==> config.mk <==
export PLATFORM = sky130hd
export DESIGN_NAME = mem_dump_ctrl
export DESIGN_NICKNAME = d
export VERILOG_FILES = /design/src/rtl/mem_dump_ctrl_pkg.sv /design/src/rtl/mem_dump_ctrl.sv
export SDC_FILE = /design/constraint.sdc
export NUM_CORES = 1
export LEC_CHECK = 0
export ABC_AREA = 1
export CAP_MARGIN = 5
export CELL_PAD_IN_SITES_DETAIL_PLACEMENT = 1
export CELL_PAD_IN_SITES_GLOBAL_PLACEMENT = 2
export CORE_UTILIZATION = 23
export CTS_BUF_LIST = sky130_fd_sc_hd__clkbuf_16
export DETAILED_ROUTE_END_ITERATION = 6
export GPL_TIMING_DRIVEN = 1
export MAX_ROUTING_LAYER = met4
export PLACE_DENSITY = 0.85
export SLEW_MARGIN = 5
export SYNTH_ARGS = -nofsm -noshare
export SYNTH_HDL_FRONTEND = slang
export SYNTH_SLANG_ARGS = --single-unit
==> constraint.sdc <==
create_clock -name clk -period 3.35 [get_ports clk]
set_input_delay 0.5025 -clock clk [delete_from_list [all_inputs] [get_ports clk]]
set_output_delay 0.5025 -clock clk [all_outputs]
set_load 0.05 [all_outputs]
==> src/rtl/mem_dump_ctrl_pkg.sv <==
// Shared types and constants for the memory dump sequencer.
// Holds the FSM state encoding, the stream source tags and the default source depths.
package mem_dump_ctrl_pkg;

  typedef enum logic [2:0] {
    StIdle,
    StHalt,
    StIssue,
    StCapt,
    StSend,
    StDone
  } state_e;

  localparam logic [1:0] TAG_IMEM  = 2'b00;
  localparam logic [1:0] TAG_DMEM  = 2'b01;
  localparam logic [1:0] TAG_REG   = 2'b10;
  localparam logic [1:0] TAG_FLAGS = 2'b11;

  localparam int unsigned DEF_IMEM_AW = 9;
  localparam int unsigned DEF_DMEM_AW = 8;
  localparam int unsigned DEF_NREGS   = 16;
  localparam int unsigned IDX_W       = 9;
  localparam int unsigned DRAIN_W     = 4;

  localparam int unsigned IMEM_DEPTH  = 2 ** DEF_IMEM_AW;
  localparam int unsigned DMEM_DEPTH  = 2 ** DEF_DMEM_AW;
  localparam int unsigned REG_DEPTH   = DEF_NREGS;
  localparam int unsigned TOTAL_WORDS = IMEM_DEPTH + DMEM_DEPTH + REG_DEPTH + 1;

  // Source order is IMEM -> DMEM -> REG -> FLAGS; wraps back to IMEM after FLAGS.
  function automatic logic [1:0] next_tag(input logic [1:0] tag);
    return tag + 2'b01;
  endfunction

endpackage

==> src/rtl/mem_dump_ctrl.sv <==
// Dump sequencer: halts the core, reads IMEM, DMEM, register file and flags through the
// external debug read ports and streams each word out on a valid/ready interface.
module mem_dump_ctrl
  import mem_dump_ctrl_pkg::*;
#(
  parameter int unsigned IMEM_AW     = DEF_IMEM_AW,
  parameter int unsigned DMEM_AW     = DEF_DMEM_AW,
  parameter int unsigned NREGS       = DEF_NREGS,
  parameter int unsigned HALT_CYCLES = 5
) (
  input  logic               clk,
  input  logic               reset_n,
  input  logic               start,
  input  logic               pipe_en_in,
  output logic               pipe_en,
  output logic [IMEM_AW-1:0] imem_addr,
  output logic               imem_re,
  input  logic [31:0]        imem_out,
  output logic [DMEM_AW-1:0] dmem_addr,
  output logic               dmem_re_external,
  input  logic [31:0]        dmem_out,
  output logic [3:0]         reg_addr,
  output logic               reg_re,
  input  logic [31:0]        reg_out,
  input  logic               N,
  input  logic               Z,
  input  logic               C,
  input  logic               V,
  output logic               out_valid,
  input  logic               out_ready,
  output logic [31:0]        out_data,
  output logic [1:0]         out_tag,
  output logic [8:0]         out_idx,
  output logic               out_last,
  output logic               busy,
  output logic               done
);

  localparam logic [IDX_W-1:0]   ImemLast = IDX_W'(2 ** IMEM_AW - 1);
  localparam logic [IDX_W-1:0]   DmemLast = IDX_W'(2 ** DMEM_AW - 1);
  localparam logic [IDX_W-1:0]   RegLast  = IDX_W'(NREGS - 1);
  localparam logic [DRAIN_W-1:0] DrainLd  = DRAIN_W'(HALT_CYCLES);

  state_e               state_q, state_d;
  logic [DRAIN_W-1:0]   drain_q, drain_d;
  logic [IDX_W-1:0]     idx_q, idx_d;
  logic [1:0]           src_q, src_d;
  logic                 pipe_en_q, pipe_en_d;
  logic [31:0]          out_data_q, out_data_d;
  logic [1:0]           out_tag_q, out_tag_d;
  logic [8:0]           out_idx_q, out_idx_d;
  logic                 out_last_q, out_last_d;
  logic                 idx_at_end;
  logic                 issue;

  // Per-source depth compare; idx never relies on natural overflow.
  always_comb begin
    idx_at_end = 1'b0;
    unique case (src_q)
      TAG_IMEM:  idx_at_end = (idx_q == ImemLast);
      TAG_DMEM:  idx_at_end = (idx_q == DmemLast);
      TAG_REG:   idx_at_end = (idx_q == RegLast);
      TAG_FLAGS: idx_at_end = 1'b1;
      default:   idx_at_end = 1'b1;
    endcase
  end

  // State register.
  always_ff @(posedge clk or negedge reset_n) begin
    if (!reset_n) begin
      state_q <= StIdle;
    end else begin
      state_q <= state_d;
    end
  end

  // Next-state logic.
  always_comb begin
    state_d = state_q;
    unique case (state_q)
      StIdle:  if (start) state_d = StHalt;
      StHalt:  if (drain_q <= DRAIN_W'(1)) state_d = StIssue;
      StIssue: state_d = StCapt;
      StCapt:  state_d = StSend;
      StSend: begin
        if (out_ready) state_d = (src_q == TAG_FLAGS) ? StDone : StIssue;
      end
      StDone:  state_d = StIdle;
      default: state_d = StIdle;
    endcase
  end

  // Datapath next-state: drain counter, source/index walk, captured output word.
  always_comb begin
    drain_d    = drain_q;
    idx_d      = idx_q;
    src_d      = src_q;
    pipe_en_d  = pipe_en_q;
    out_data_d = out_data_q;
    out_tag_d  = out_tag_q;
    out_idx_d  = out_idx_q;
    out_last_d = out_last_q;
    unique case (state_q)
      StIdle: begin
        pipe_en_d = pipe_en_in;
        if (start) begin
          pipe_en_d = 1'b0;
          drain_d   = DrainLd;
          src_d     = TAG_IMEM;
          idx_d     = '0;
        end
      end
      StHalt: drain_d = drain_q - DRAIN_W'(1);
      StCapt: begin
        unique case (src_q)
          TAG_IMEM:  out_data_d = imem_out;
          TAG_DMEM:  out_data_d = dmem_out;
          TAG_REG:   out_data_d = reg_out;
          TAG_FLAGS: out_data_d = {28'b0, N, Z, C, V};
          default:   out_data_d = '0;
        endcase
        out_tag_d  = src_q;
        out_idx_d  = idx_q;
        out_last_d = (src_q == TAG_FLAGS);
      end
      StSend: begin
        if (out_ready) begin
          if (idx_at_end) begin
            src_d = next_tag(src_q);
            idx_d = '0;
          end else begin
            idx_d = idx_q + IDX_W'(1);
          end
        end
      end
      // Reload from the host on the way out so pipe_en is live in the first IDLE cycle.
      StDone:  pipe_en_d = pipe_en_in;
      default: ;
    endcase
  end

  always_ff @(posedge clk or negedge reset_n) begin
    if (!reset_n) begin
      drain_q    <= '0;
      idx_q      <= '0;
      src_q      <= TAG_IMEM;
      pipe_en_q  <= 1'b0;
      out_data_q <= '0;
      out_tag_q  <= '0;
      out_idx_q  <= '0;
      out_last_q <= 1'b0;
    end else begin
      drain_q    <= drain_d;
      idx_q      <= idx_d;
      src_q      <= src_d;
      pipe_en_q  <= pipe_en_d;
      out_data_q <= out_data_d;
      out_tag_q  <= out_tag_d;
      out_idx_q  <= out_idx_d;
      out_last_q <= out_last_d;
    end
  end

  // Outputs decoded from state and the source select.
  always_comb begin
    issue            = (state_q == StIssue);
    imem_re          = issue && (src_q == TAG_IMEM);
    dmem_re_external = issue && (src_q == TAG_DMEM);
    reg_re           = issue && (src_q == TAG_REG);
    imem_addr        = (src_q == TAG_IMEM) ? idx_q[IMEM_AW-1:0] : '0;
    dmem_addr        = (src_q == TAG_DMEM) ? idx_q[DMEM_AW-1:0] : '0;
    reg_addr         = (src_q == TAG_REG)  ? idx_q[3:0]         : '0;
    out_valid        = (state_q == StSend);
    busy             = (state_q != StIdle);
    done             = (state_q == StDone);
    pipe_en          = pipe_en_q;
    out_data         = out_data_q;
    out_tag          = out_tag_q;
    out_idx          = out_idx_q;
    out_last         = out_last_q;
  end

endmodule

======== Word level (Yosys, flattened, before mapping) ========
Index checks and enable logic that the tools add are counted.
storage, ports and cells
  bits in registers ....................... 63
  input port bits ......................... 105
cells by class
  add/sub/neg operators ................... 3
  $lt $le $gt $ge ......................... 1
  equal/unequal tests ..................... 15
  multiplexer cells ....................... 22
  reduce and logical (&&, ||, !) cells .... 13
operators with widths
  kind                 number
  $pmux 32 s4          1
  $mux 9               4
  $pmux 9 s2           1
  $pmux 3 s5           1
  $mux 3               4
  $add 9x1->9 const B  1
  $eq 9x4->1 const B   1
  $eq 9x8->1 const B   1
  $eq 9x9->1 const B   1
  $mux 4               2
  $mux 8               1
  $pmux 4 s2           1
  $eq 3x2->1 const B   2
  $eq 3x3->1 const B   2
  $mux 2               3
  $reduce_and 3->1     2
  $reduce_bool 2->1    3
  $eq 2x2->1 const B   2
  $le 4x1->1 const B   1
  $ne 2x1->1 const B   2
  $ne 2x2->1 const B   2
  $pmux 1 s4           1
  $pmux 2 s2           1
  $reduce_and 4->1     1
  other kinds (11)     13

======== Depth between registers and ports, before layout ========
  word-level depth ........................ 5
  depth in mapped cells ................... 11
  mapped depth without buffers ............ 11

======== Worst setup path before layout ========
No wires, ideal clock.
  kind .................................... reg2out
  start ................................... reg src_q[0]
  end ..................................... out reg_re
  data arrival time ....................... 1.743 ns
  required time ........................... 2.847 ns
  setup slack ............................. 1.104 ns
  cell stages (with the launch flop) ...... 7
  buffers on the path ..................... 2
  cells stage by stage .................... dfrtp_1 -> inv_1 -> ha_1 -> buf_2 -> buf_2 -> inv_1 -> nor2_1
between the ends
  longest elaborated chain between the ends .. 2
RTL lines
  item                    RTL line              RTL
  start, declared         mem_dump_ctrl.sv:47   logic [1:0] src_q, src_d;
  start signal, assigned  mem_dump_ctrl.sv:155  src_q <= src_d;
  $eq 2x2->1              mem_dump_ctrl.sv:169  reg_re = issue && (src_q == TAG_REG);
  $logic_and 1x1->1       mem_dump_ctrl.sv:169
  end, declared           mem_dump_ctrl.sv:23   output logic reg_re,
Every way passes these cells.

======== Worst setup path after layout ========
Same ends and word-level chain as after synthesis.

==> reports/metrics.cfg <==
[worst_setup_path]
startpoint_type=flop
r2r_start=src_q[0]
crit_path_end_kind=primary output
crit_cells=5
path_class=reg2out
critPathArrivalTime_ns=2.33
crit_chain=inv_1 > ha_1 > inv_1 > nor2_1 > clkdlybuf4s50_1
reg2reg_slack_ns=1.41
crit_path_max_fanout=7
rr_worst_depth=6
crit_path_max_incr_delay_ns=0.82
crit_slowest_cell=clkdlybuf4s50_1
crit_required_ns=2.85
endpoint=reg_re
cp_common_cell=inv_1
worst_r2r_endpoint=out_data[30]
critPathLaunch=src_q[0]
crit_buf_inv=3
critical_path.top_delay_family=buffers and inverters

[synthesis]
synth_top_area_cell=dfrtp_1
synth_cells=489
yosysWarningCount=0
synth_edf_count=0
avgSynthCellArea_sq_um=7.57
synth_area_sq_mm=0.00370
synthArstFlopShare_pct=100
ys_seq_area_share_pct=42.6
synthTopCellsByArea=dfrtp_1 (43%), nand2_1 (13%), a21oi_1 (9.5%), a22o_1 (6.6%), nor2_1 (5.2%)
synth_top_area_share_pct=42.6
ys_seq_elements=63
ys.flop_type=dfrtp_1
synthesis.nets=603
yosysUniqueCellTypes=36

[floorplanning]
placementRows=46
die_x_microns=129
die_area_sq_mm=0.0166
die_h_microns=129
core_region_area_sq_mm=0.0158
pin_count=177
initial_core_util_pct=23.5

[clock_tree]
cts_setup_buffers=0
cts_buffers=9
clock-sinks=63
clk_latency_ns=0.33
clk_pin_slew_ns=0.05
cts-root-buf=clkbuf_16
cts-htree-levels=3
clk_path_buf_depth=2
ctsResizeCount=0
cts_tree=yes
cts_hold_buf=0

[layout]
final_area_sq_mm=0.00587
fin_cells=873
drive_gt1_share_pct=6.24
layout_commonest_cell=clkdlybuf4s50_1
diodes=0
fin_nets=768
final_core_util_pct=37.2
final_cell_mix=clkdlybuf4s50_1 (175), nand2_1 (131), a21oi_1 (70)
area_delta_synth_final_pct=58.5

[sta]
fmax_ghz=0.353
slew_viol_final=0
setup_ws_ns=0.520
maxSlewHeadroom_pct=29.7
worst_slew_pin_slew_ns=1.05
skew_ns=0.00534
holdWs_ns=0.369
final.setup.tns_ns=0
finalCritPeriodShare_pct=84.5
finalSetupViolations=0
hold_viol_final=0
rsz0062_at_grt=no
fin_crit_ns=2.83

[place]
gp_congestion=0.789
pre_cts_slack_ns=0.853
dp_hpwl_microns=10600
dpl.cell_count=859
port_buffers=176
dpl_cell_area_sq_mm=0.00562

[pwr]
leakage_nw=2.57
peakVddDrop_v=0.000283
finalPower_mw=4.77
power.density_mw_per_mm2=813

[global_route]
grt_max_degree=44
grt_pass1_wl_microns=22700
grt.overflow.total=0
grt_usage_pct=18.6
antenna_found_initial=0
grt_pass1_vias=4282

[drt]
wl_met2_microns=6760
routed_via_density=4.60
wl_per_cell_microns=16.6
wl_met3_microns=931
firstDrtPassIters=4
met1_length_microns=6570
num_vias=4016
top_layer=met4
drtAntennaViolNets=0
drt-total-wl_microns=14500
drt_iter0_drc=130
drc=0

[min_path]
hold_path_class=in2async

[run_status]
status=finished clean

[run]
drv_cap=0

state kept, by name, indices dropped and copies added (netlist names):
signal and cells:
out_data 32, idx_q 9, out_idx 9, drain_q 4, state_q 3, out_tag 2
src_q 2, out_last 1, pipe_en 1
cell usage after synthesis (all sizes together), types with 2 or more instances:
cell and count:
a21oi 70, a22o 28, buf 15, clkbuf 14, dfrtp 63, ha 9
inv 52, nand2 135, nand3 13, nand4 3, nor2 56, nor3 4
o21ai 17, o22ai 2, or2 2
power by group:
| part | leakage [nW] | internal [mW] | switching [mW] | total [mW] |
|---|---|---|---|---|
| clock | 0.129 | 0.480 | 0.327 | 0.806 |
| sequential | 0.772 | 1.05 | 0.196 | 1.25 |
| combinational | 1.67 | 0.891 | 1.83 | 2.72 |
metal layers:
layer  vias to the layer above  GRT usage [%]
met5                         -              -
met4                         0           7.34
met3                        17           3.58
met2                       139           31.1
met1                      1944           21.9
li1                       1916              -
logic make-up after synthesis:
group,Yosys count,synth area share (%)
adders and majority gates,9,3.04
xor gates and xnor gates,1,0.237
AOI/OAI and AO/OA,121,19.9
buffers and inverters,81,9.60
DFF,63,42.6
and+or+nand+nor,214,24.7
worst min path at each step:
stage	to	slack (ns)	startpoint	cells after the start
after global placement	out_idx[5]	0.47	out_idx[5]	2
after global routing	out_data[11]	0.45	reset_n	1
after floorplan	drain_q[0]	0.21	reset_n	0
final	out_data[11]	0.37	reset_n	1
after detailed placement	out_idx[3]	0.48	out_idx[3]	2
after CTS	out_data[4]	0.40	reset_n	1
layout make-up:
type	instances	area [sq um]
clock buffer	9	225
clock inverter	5	20.0
fill	1920	9900
inverter	52	195
multi-input combinational	345	1770
sequential	63	1580
tap	216	270
timing repair buffer	183	1810
Note: power is estimated with default switching activity, not from simulation.
